### src/rtl/uart_rx_buffered.sv
// uart_rx_buffered: an 8N1 UART receiver that feeds a show-ahead byte FIFO.
// Received bytes are queued so that controller_fsm can stall, for example on
// CORDIC waits or TX back-pressure, without losing command bytes.
// Optional build macro UART_RX_PARITY_EN selects 8E1 framing and adds the
// parity_err pulse output.
module uart_rx_buffered #(
  parameter int CLK_DIV    = 868,
  parameter int FIFO_DEPTH = 16
) (
  input  logic                          clk_100Mhz,
  input  logic                          reset,
  input  logic                          rx_in,
  input  logic                          uld_rx_data,
  output logic [7:0]                    rx_data,
  output logic                          rx_empty,
  output logic [$clog2(FIFO_DEPTH):0]   rx_count,
  output logic                          frame_err,
`ifdef UART_RX_PARITY_EN
  output logic                          parity_err,
`endif
  output logic                          overrun
);

  localparam int CW   = $clog2(CLK_DIV);
  localparam int AW   = $clog2(FIFO_DEPTH);
  localparam int CNTW = AW + 1;
  localparam logic [CW-1:0]   HALF_M1 = CW'(CLK_DIV/2 - 1);
  localparam logic [CW-1:0]   FULL_M1 = CW'(CLK_DIV - 1);
  localparam logic [CNTW-1:0] DEPTH_C = CNTW'(FIFO_DEPTH);

  typedef enum logic [2:0] {IDLE, START, DATA, PARITY, STOP, WAIT_HIGH} state_t;

  state_t          state;
  logic            rx_meta, rxs;
  logic [CW-1:0]   bit_cnt;
  logic [2:0]      idx;
  logic [7:0]      sh;
  logic            bit_tick;
  logic            push_req;
`ifdef UART_RX_PARITY_EN
  logic            par_bit;
`endif

  logic [FIFO_DEPTH-1:0][7:0] mem;
  logic [AW-1:0]   wr_ptr, rd_ptr;
  logic            full, do_pop, do_push;

  // Two-stage synchronizer. It resets to the idle-high line level so that
  // leaving reset never produces a false start bit.
  always_ff @(posedge clk_100Mhz or posedge reset) begin
    if (reset) begin
      rx_meta <= 1'b1;
      rxs     <= 1'b1;
    end else begin
      rx_meta <= rx_in;
      rxs     <= rx_meta;
    end
  end

  assign bit_tick = (bit_cnt == FULL_M1);

  // A byte is offered to the FIFO on the same edge that samples a good stop
  // bit. The FIFO registers it there, so the byte is visible one cycle later.
`ifdef UART_RX_PARITY_EN
  assign push_req = (state == STOP) && bit_tick && rxs && !(^{sh, par_bit});
`else
  assign push_req = (state == STOP) && bit_tick && rxs;
`endif

  // Frame FSM: mid-bit sampling, bit-timer and bit-index bookkeeping, and the
  // error pulses.
  always_ff @(posedge clk_100Mhz or posedge reset) begin
    if (reset) begin
      state      <= IDLE;
      bit_cnt    <= '0;
      idx        <= '0;
      sh         <= '0;
      frame_err  <= 1'b0;
`ifdef UART_RX_PARITY_EN
      par_bit    <= 1'b0;
      parity_err <= 1'b0;
`endif
    end else begin
      frame_err  <= 1'b0;
`ifdef UART_RX_PARITY_EN
      parity_err <= 1'b0;
`endif
      case (state)
        IDLE: begin
          bit_cnt <= '0;
          if (!rxs) state <= START;
        end
        START: begin
          if (bit_cnt == HALF_M1) begin
            bit_cnt <= '0;
            idx     <= '0;
            state   <= rxs ? IDLE : DATA;
          end else begin
            bit_cnt <= bit_cnt + 1'b1;
          end
        end
        DATA: begin
          if (bit_tick) begin
            bit_cnt <= '0;
            sh[idx] <= rxs;
            if (idx == 3'd7) begin
`ifdef UART_RX_PARITY_EN
              state <= PARITY;
`else
              state <= STOP;
`endif
            end else begin
              idx <= idx + 3'd1;
            end
          end else begin
            bit_cnt <= bit_cnt + 1'b1;
          end
        end
`ifdef UART_RX_PARITY_EN
        PARITY: begin
          if (bit_tick) begin
            bit_cnt <= '0;
            par_bit <= rxs;
            state   <= STOP;
          end else begin
            bit_cnt <= bit_cnt + 1'b1;
          end
        end
`endif
        STOP: begin
          if (bit_tick) begin
            bit_cnt <= '0;
            if (rxs) begin
              state <= IDLE;
`ifdef UART_RX_PARITY_EN
              parity_err <= ^{sh, par_bit};
`endif
            end else begin
              // A framing error wins over a parity error. The FSM then waits
              // out a break so the break is not read as a stream of starts.
              frame_err <= 1'b1;
              state     <= WAIT_HIGH;
            end
          end else begin
            bit_cnt <= bit_cnt + 1'b1;
          end
        end
        WAIT_HIGH: begin
          bit_cnt <= '0;
          if (rxs) state <= IDLE;
        end
        default: state <= IDLE;
      endcase
    end
  end

  assign full     = (rx_count == DEPTH_C);
  assign rx_empty = (rx_count == '0);
  assign do_pop   = uld_rx_data && !rx_empty;
  // When the FIFO is full, a pop on the same edge frees a slot for the push.
  assign do_push  = push_req && (!full || do_pop);
  assign rx_data  = mem[rd_ptr];

  // FIFO storage, pointers, occupancy and the overrun pulse.
  always_ff @(posedge clk_100Mhz or posedge reset) begin
    if (reset) begin
      mem      <= '0;
      wr_ptr   <= '0;
      rd_ptr   <= '0;
      rx_count <= '0;
      overrun  <= 1'b0;
    end else begin
      overrun <= push_req && full && !do_pop;
      if (do_push) begin
        mem[wr_ptr] <= sh;
        wr_ptr      <= wr_ptr + 1'b1;
      end
      if (do_pop) rd_ptr <= rd_ptr + 1'b1;
      case ({do_push, do_pop})
        2'b10:   rx_count <= rx_count + 1'b1;
        2'b01:   rx_count <= rx_count - 1'b1;
        default: rx_count <= rx_count;
      endcase
    end
  end

endmodule

### config.mk
export PLATFORM = sky130hd
export DESIGN_NAME = uart_rx_buffered
export DESIGN_NICKNAME = d
export VERILOG_FILES = /design/src/rtl/uart_rx_buffered.sv
export SDC_FILE = /design/constraint.sdc
export NUM_CORES = 1
export LEC_CHECK = 0
export ABC_CLOCK_PERIOD_IN_PS = 15000
export CORE_ASPECT_RATIO = 1.25
export CORE_MARGIN = 2
export CORE_UTILIZATION = 65
export DETAILED_ROUTE_END_ITERATION = 8
export DONT_BUFFER_PORTS = 1
export PLACE_DENSITY = 0.81
export SLEW_MARGIN = 10
export SYNTH_ARGS = -nofsm -noshare
export SYNTH_HDL_FRONTEND = slang
export SYNTH_SLANG_ARGS = --single-unit
### constraint.sdc
create_clock -name clk_100Mhz -period 15 [get_ports clk_100Mhz]
set_input_delay 0.75 -clock clk_100Mhz [delete_from_list [all_inputs] [get_ports clk_100Mhz]]
set_output_delay 0.75 -clock clk_100Mhz [all_outputs]
set_load 0.02 [all_outputs]
* After elaboration in Yosys (flattened, before gate mapping)
Cells that the tools add are included.
** Storage, ports and cells
- Memory bits (read-only) :: 0
- Memories kept :: 0
- Bits in latches :: 0
- Bits in writable memories :: 0
- Register bits :: 169
- Input port bits :: 4
** Cells by class
- Magnitude comparators :: 5
- Eq/ne operators :: 17
- Reductions and logical operators :: 22
- Divide/modulo/power cells :: 0
- Multiplexer cells :: 28
- Multiply operators :: 0
- $add $sub $neg :: 6
- Bitwise operators :: 0
- Shift operators :: 0
** Operator list (count)
- bitwise mux 128 bit :: 1
- binary-select mux 8 bit (select 4 bit) :: 1
- demux 8 bit (select 4 bit) :: 1
- two-way mux 3 bit :: 10
- case mux 10 bit (3 select lines) :: 1
- two-way mux 10 bit :: 2
- two-way mux 8 bit :: 2
- case mux 3 bit (5 select lines) :: 1
- != test 2 bit, second input constant :: 7
- adder 10 x 1 -> 10 bit, second input constant :: 1
- == test 10 bit, second input constant :: 1
- == test 10 x 9 -> 1 bit, second input constant :: 1
- less-than comparator 4 x 5 -> 1 bit, second input constant :: 2
- case mux 5 bit (2 select lines) :: 1
- == test 3 bit, second input constant :: 3
- adder 4 x 1 -> 4 bit, second input constant :: 2
- bitwise mux 8 bit :: 1
- logical AND 1 bit :: 8
- case mux 3 bit (2 select lines) :: 1
- AND reduction 6 bit :: 1
- adder 5 x 1 -> 5 bit, second input constant :: 1
- == test 5 bit, second input constant :: 1
- zero test 5 bit :: 1
- subtractor 5 x 1 -> 5 bit, second input constant :: 1
- 19 further kinds :: 26

* Logic depth before layout (Yosys ltp)
- Depth after elaboration :: 7
- Mapped depth :: 15
- Mapped depth without buffers :: 11

* Least setup slack after synthesis
OpenSTA, ideal clock, no wires.
- Kind :: register to register
- From :: reg bit_cnt[0]
- To :: reg rx_count[4]
- Library setup time :: 80 ps
- Cell stages (with the launch flop) :: 16
- Data required time :: 14920 ps
- Period minus slack after synthesis :: 3399 ps
- Data arrival time :: 3319 ps
- Setup slack :: 11601 ps
- Path buffers :: 4
- Path through :: dfrtp_1 -> ha_1 -> and3_1 -> clkbuf_1 -> and2_1 -> buf_4 -> buf_4 -> nand4b_1 -> ha_1 -> clkbuf_1 -> xor2_1 -> ha_1 -> a21oi_1 -> or3b_2 -> a31oi_1 -> xnor2_1
** On the way
- Word-level cells in the longest chain between the ends :: 6
- Elaborated cells between the ends (all ways) :: 8
** Ends and longest elaborated chain
- start, declared :: RTL line 35 : logic [CW-1:0] bit_cnt;
- start signal, assigned :: RTL line 99 : bit_cnt <= bit_cnt + 1'b1;
- start signal, assigned :: RTL line 116 : bit_cnt <= bit_cnt + 1'b1;
- start signal, assigned :: RTL line 145 : bit_cnt <= bit_cnt + 1'b1;
- == test 10 bit (*) :: RTL line 60 : assign bit_tick = (bit_cnt == FULL_M1);
- logical AND 1 bit (*) (2 in series) :: RTL line 67 : assign push_req = (state == STOP) && bit_tick && rxs;
- logical AND 1 bit (*) :: RTL line 161 : assign do_push = push_req && (!full || do_pop);
- == test 2 x 1 -> 1 bit or == test 2 bit (tied branches) :: RTL line 179 : case ({do_push, do_pop})
- case mux 5 bit (2 select lines) or nonzero test 2 bit (tied branches)
- end signal, assigned :: RTL line 180 : 2'b10: rx_count <= rx_count + 1'b1;
- end signal, assigned :: RTL line 181 : 2'b01: rx_count <= rx_count - 1'b1;
- end signal, assigned :: RTL line 182 : default: rx_count <= rx_count;
- end, declared :: RTL line 16 : output logic [$clog2(FIFO_DEPTH):0] rx_count,
Mark *: on every way between the ends. The rest lies on a longest branch, timed or not.
A chain may end at the register's enable or synchronous reset.

* Worst setup path after layout
Ends and elaborated chain as after synthesis.

==> flow_summary.yaml <==
placement:
  place_congestion: 0.851
  place_hpwl_mm: 10.3
  io_buffer_count: 0
cells_and_area:
  syn_to_final_growth_pct: 7.61
  layout-drive-gt1-share_pct: 43.7
  nets: 557
  fill_cells: 779
  n_antenna_cell: 0
  multi_input_area_um2: 3790
  regArea_um2: 4230
worst_setup_path:
  cp.depth: 11
  cp.arrival_ps: 4080
  worst_r2r_path_depth: 11
  cp_num_buf_inv: 0
  r2r_slack_ps: 11270
  cp_data_required_time_ps: 15350
  startpoint: "bit_cnt[0]$_DFFE_PP0P_"
  cp_max_fo: 19
  cpMaxStageDelayCell: "and2_2"
  cp-end-kind: "flip-flop"
  critPathTopFamily: "simple AND/OR/NAND/NOR gates"
  cp_cell_sequence: "ha_1 -> and3_1 -> and2_2 -> nand4b_1 -> ha_1 -> xor2_1 -> ha_1 -> a21oi_1 -> or3b_2 -> a31oi_1 -> xnor2_1"
  rr_endpoint: "rx_count[4]$_DFFE_PP0P_"
  worstSetupEndpoint: "rx_count[4]$_DFFE_PP0P_"
  critical_path_class: "flip-flop to flip-flop"
  cpPeakStageDelay_ps: 630
  critPathMostFrequentCell: "ha_1"
  worst_setup_path_start_kind: "flip-flop"
  rr_startpoint: "bit_cnt[0]$_DFFE_PP0P_"
synth:
  netlist_area_um2: 8220
  ys_seq_area_share_pct: 51.5
  synth_edf_count: 0
  synth.area.top_cells: "dfrtp_1 51%, mux2_2 18%, mux4_2 11%"
  synth_cells: 554
  syn_avg_cell_area_um2: 14.8
  ys_warn_count: 0
  yosysUniqueCellTypes: 53
  async_flop_share_pct: 100
  synth_ff_type: "dfrtp_1"
  yosysTopAreaCellShare_pct: 50.8
  ys_ff_latch: 169
  synth_largest_area_cell: "dfrtp_1"
  syn_nets: 570
grt:
  grt_max_degree: 88
  grt_pass1_wl_mm: 27.4
  overflow: 0
  grt_pass1_vias: 4992
  track_usage_pct: 27.1
  antenna_found_initial: 0
clocking:
  cts_tree: "yes"
  h-tree-depth: 4
  cts_sinks: 169
  root_buffer: "clkbuf_16"
  post_cts_buffers: 0
  ctsResizeCount: 0
  clk_latency_ps: 430
  clkTransAtPathRegs_ps: 60
  hold_buffers: 0
  cts_buffer_depth: 2
  numCtsBuffers: 17
drt:
  drt_iter0_drc: 226
  vias_per_cell: 6.45
  vias: 4630
  firstDrtPassIters: 4
  drc: 0
  wl_mm: 16.6
  antenna_left: 0
  wl_per_cell_um: 23.1
timing:
  hold_ws_ps: 318
  max-slew-margin-rel_pct: 31.4
  final_max_slew_viol_count: 0
  finalSetupViolCount: 0
  fin_crit_sh_pct: 24.9
  hold_violations: 0
  fin_tns_setup_ps: 0
  rsz0062_at_grt: "false"
  min_period_ps: 3730
  fin_skew_ps: 8.49
  fmax_ghz: 0.268
  worst_pin_slew_ps: 1030
status:
  status: "complete, no violations"
floorplan:
  die_w_um: 105
  dieHeight_um: 130
  rows: 45
  ios: 20
  die_area_um2: 13600
  initial_core_util_pct: 67.0
  core-area_um2: 12300
pwr:
  switching_share_pct: 28.0
  power_density_nw_per_um2: 121
  p_comb_share_pct: 13.5
  p_switching_mw: 0.299
  p_clk_share_pct: 38.6
  p_int_mw: 0.769
  p_leak_nw: 4.25
  seqPwrFrac_pct: 47.9
  ir_drop_mv: 0.106
hold_path:
  holdPathStages: 0
  hp-class: "primary input to flip-flop"
flow_run:
  maxCapViolCount: 0
## per-stage QoR
stage | utilization (%) | power (mW) | instances | area, um^2 | setup WS, ps
global placement | 67.5 | 0.662 | 686 | 8280 | 11060
CTS | 72.0 | 1.08 | 718 | 8840 | 10810
global route | 72.1 | 1.11 | 718 | 8850 | 10970
detailed placement | 67.5 | 0.666 | 686 | 8280 | 10870
finish | 72.1 | 1.07 | 718 | 8850 | 11270
floorplan | - | 0.634 | 554 | 8220 | 9680
## cell usage after synthesis (2+ instances only)
master / instances
a31oi_1: 2
nand2_1: 13
nand3b_1: 3
mux4_2: 40
nand4_2: 8
nor3_1: 7
buf_1: 3
o21a_1: 2
nor4bb_1: 2
a21oi_1: 8
xnor2_1: 10
mux2_4: 8
ha_1: 12
xor2_1: 9
nor2_1: 17
inv_1: 7
dfrtp_1: 167
nand2b_1: 6
nor4_1: 2
o21ai_0: 5
dfstp_2: 2
and3_1: 6
nor4b_1: 4
mux2_2: 133
nor2b_1: 3
nand3_1: 6
a22o_1: 2
and2_1: 2
nand4_1: 8
buf_2: 3
clkbuf_1: 23
nand4_4: 8
buf_6: 2
buf_4: 2
## worst min path at each step
stage / to / start / slack (ps)
floorplan: rxs$_DFF_PP1_ / rx_meta$_DFF_PP1_ / 350
global placement: rxs$_DFF_PP1_ / rx_meta$_DFF_PP1_ / 360
detailed placement: rxs$_DFF_PP1_ / rx_meta$_DFF_PP1_ / 360
CTS: rx_meta$_DFF_PP1_ / rx_in / 300
global route: rx_meta$_DFF_PP1_ / rx_in / 290
finish: rx_meta$_DFF_PP1_ / rx_in / 320
## power by group through the flow
stage	clock network [mW]	registers, mW	logic [mW]
after floorplan	0	0.497	0.137
after global placement	0	0.517	0.144
after detailed placement	0	0.519	0.147
after CTS	0.419	0.511	0.147
after global routing	0.439	0.515	0.159
final	0.412	0.512	0.144
## state kept, by name, summed over array words and instances, names as in the netlist
signal / count
frame_err: 1
bit_cnt: 10
idx: 3
overrun: 1
rd_ptr: 4
sh: 8
mem: 128
rx_count: 5
state: 3
wr_ptr: 4
rx_meta: 1
rxs: 1
## placed cells by master (no fill, tap or decap), types with 3 or more instances in the layout
cell	netlist	final
a21oi_1	8	8
and3_1	6	6
buf_4	2	3
clkbuf_16	0	17
clkinv_2	0	4
clkinv_4	0	4
clkinvlp_4	0	3
dfrtp_1	167	166
ha_1	12	12
inv_1	7	6
inv_6	0	3
mux2_2	133	133
mux2_4	8	8
mux4_2	40	40
nand2_1	13	13
nand2b_1	6	6
nand3_1	6	6
nand3b_1	3	3
nand4_1	8	8
nand4_2	8	8
nand4_4	8	8
nor2_1	17	17
nor2b_1	3	3
nor3_1	7	7
nor4b_1	4	4
o21ai_0	5	5
xnor2_1	10	10
xor2_1	9	9
## metal layers
metal	wire length, um	track usage, %	part of all wire, %
met2	8530	45.8	52
met1	6940	34.6	42
met3	531	5.54	3.2
met4	548	11.8	3.3
met5	0	0	0
## worst register-to-register path: stages (launching register included)
cell and delay (ps):
dfrtp_1 410, ha_1 250, and3_1 310, and2_2 630, nand4b_1 320, ha_1 390, xor2_1 190, ha_1 240
a21oi_1 100, or3b_2 470, a31oi_1 210, xnor2_1 130
## area by class of cell
cell class | instances | share of cell area [%]
clock inverter | 14 | 1.41
inverter | 7 | 0.354
timing repair buffer | 3 | 0.255
multi-input combinational | 343 | 42.8
clock buffer | 18 | 4.96
tap | 164 | 2.32
sequential | 169 | 47.9
## cells by family after synthesis
group	Yosys count	share of synthesized area [%]
multiplexers	181	30.6
AO/OA/AOI/OAI	27	2.18
buffers and inverters	42	2.45
flip-flops	169	51.5
XOR/XNOR	19	2.02
AND/OR/NAND/NOR	104	9.41
adder cells (fa/ha/maj)	12	1.83
Note: power is estimated with default switching activity, not from simulation.
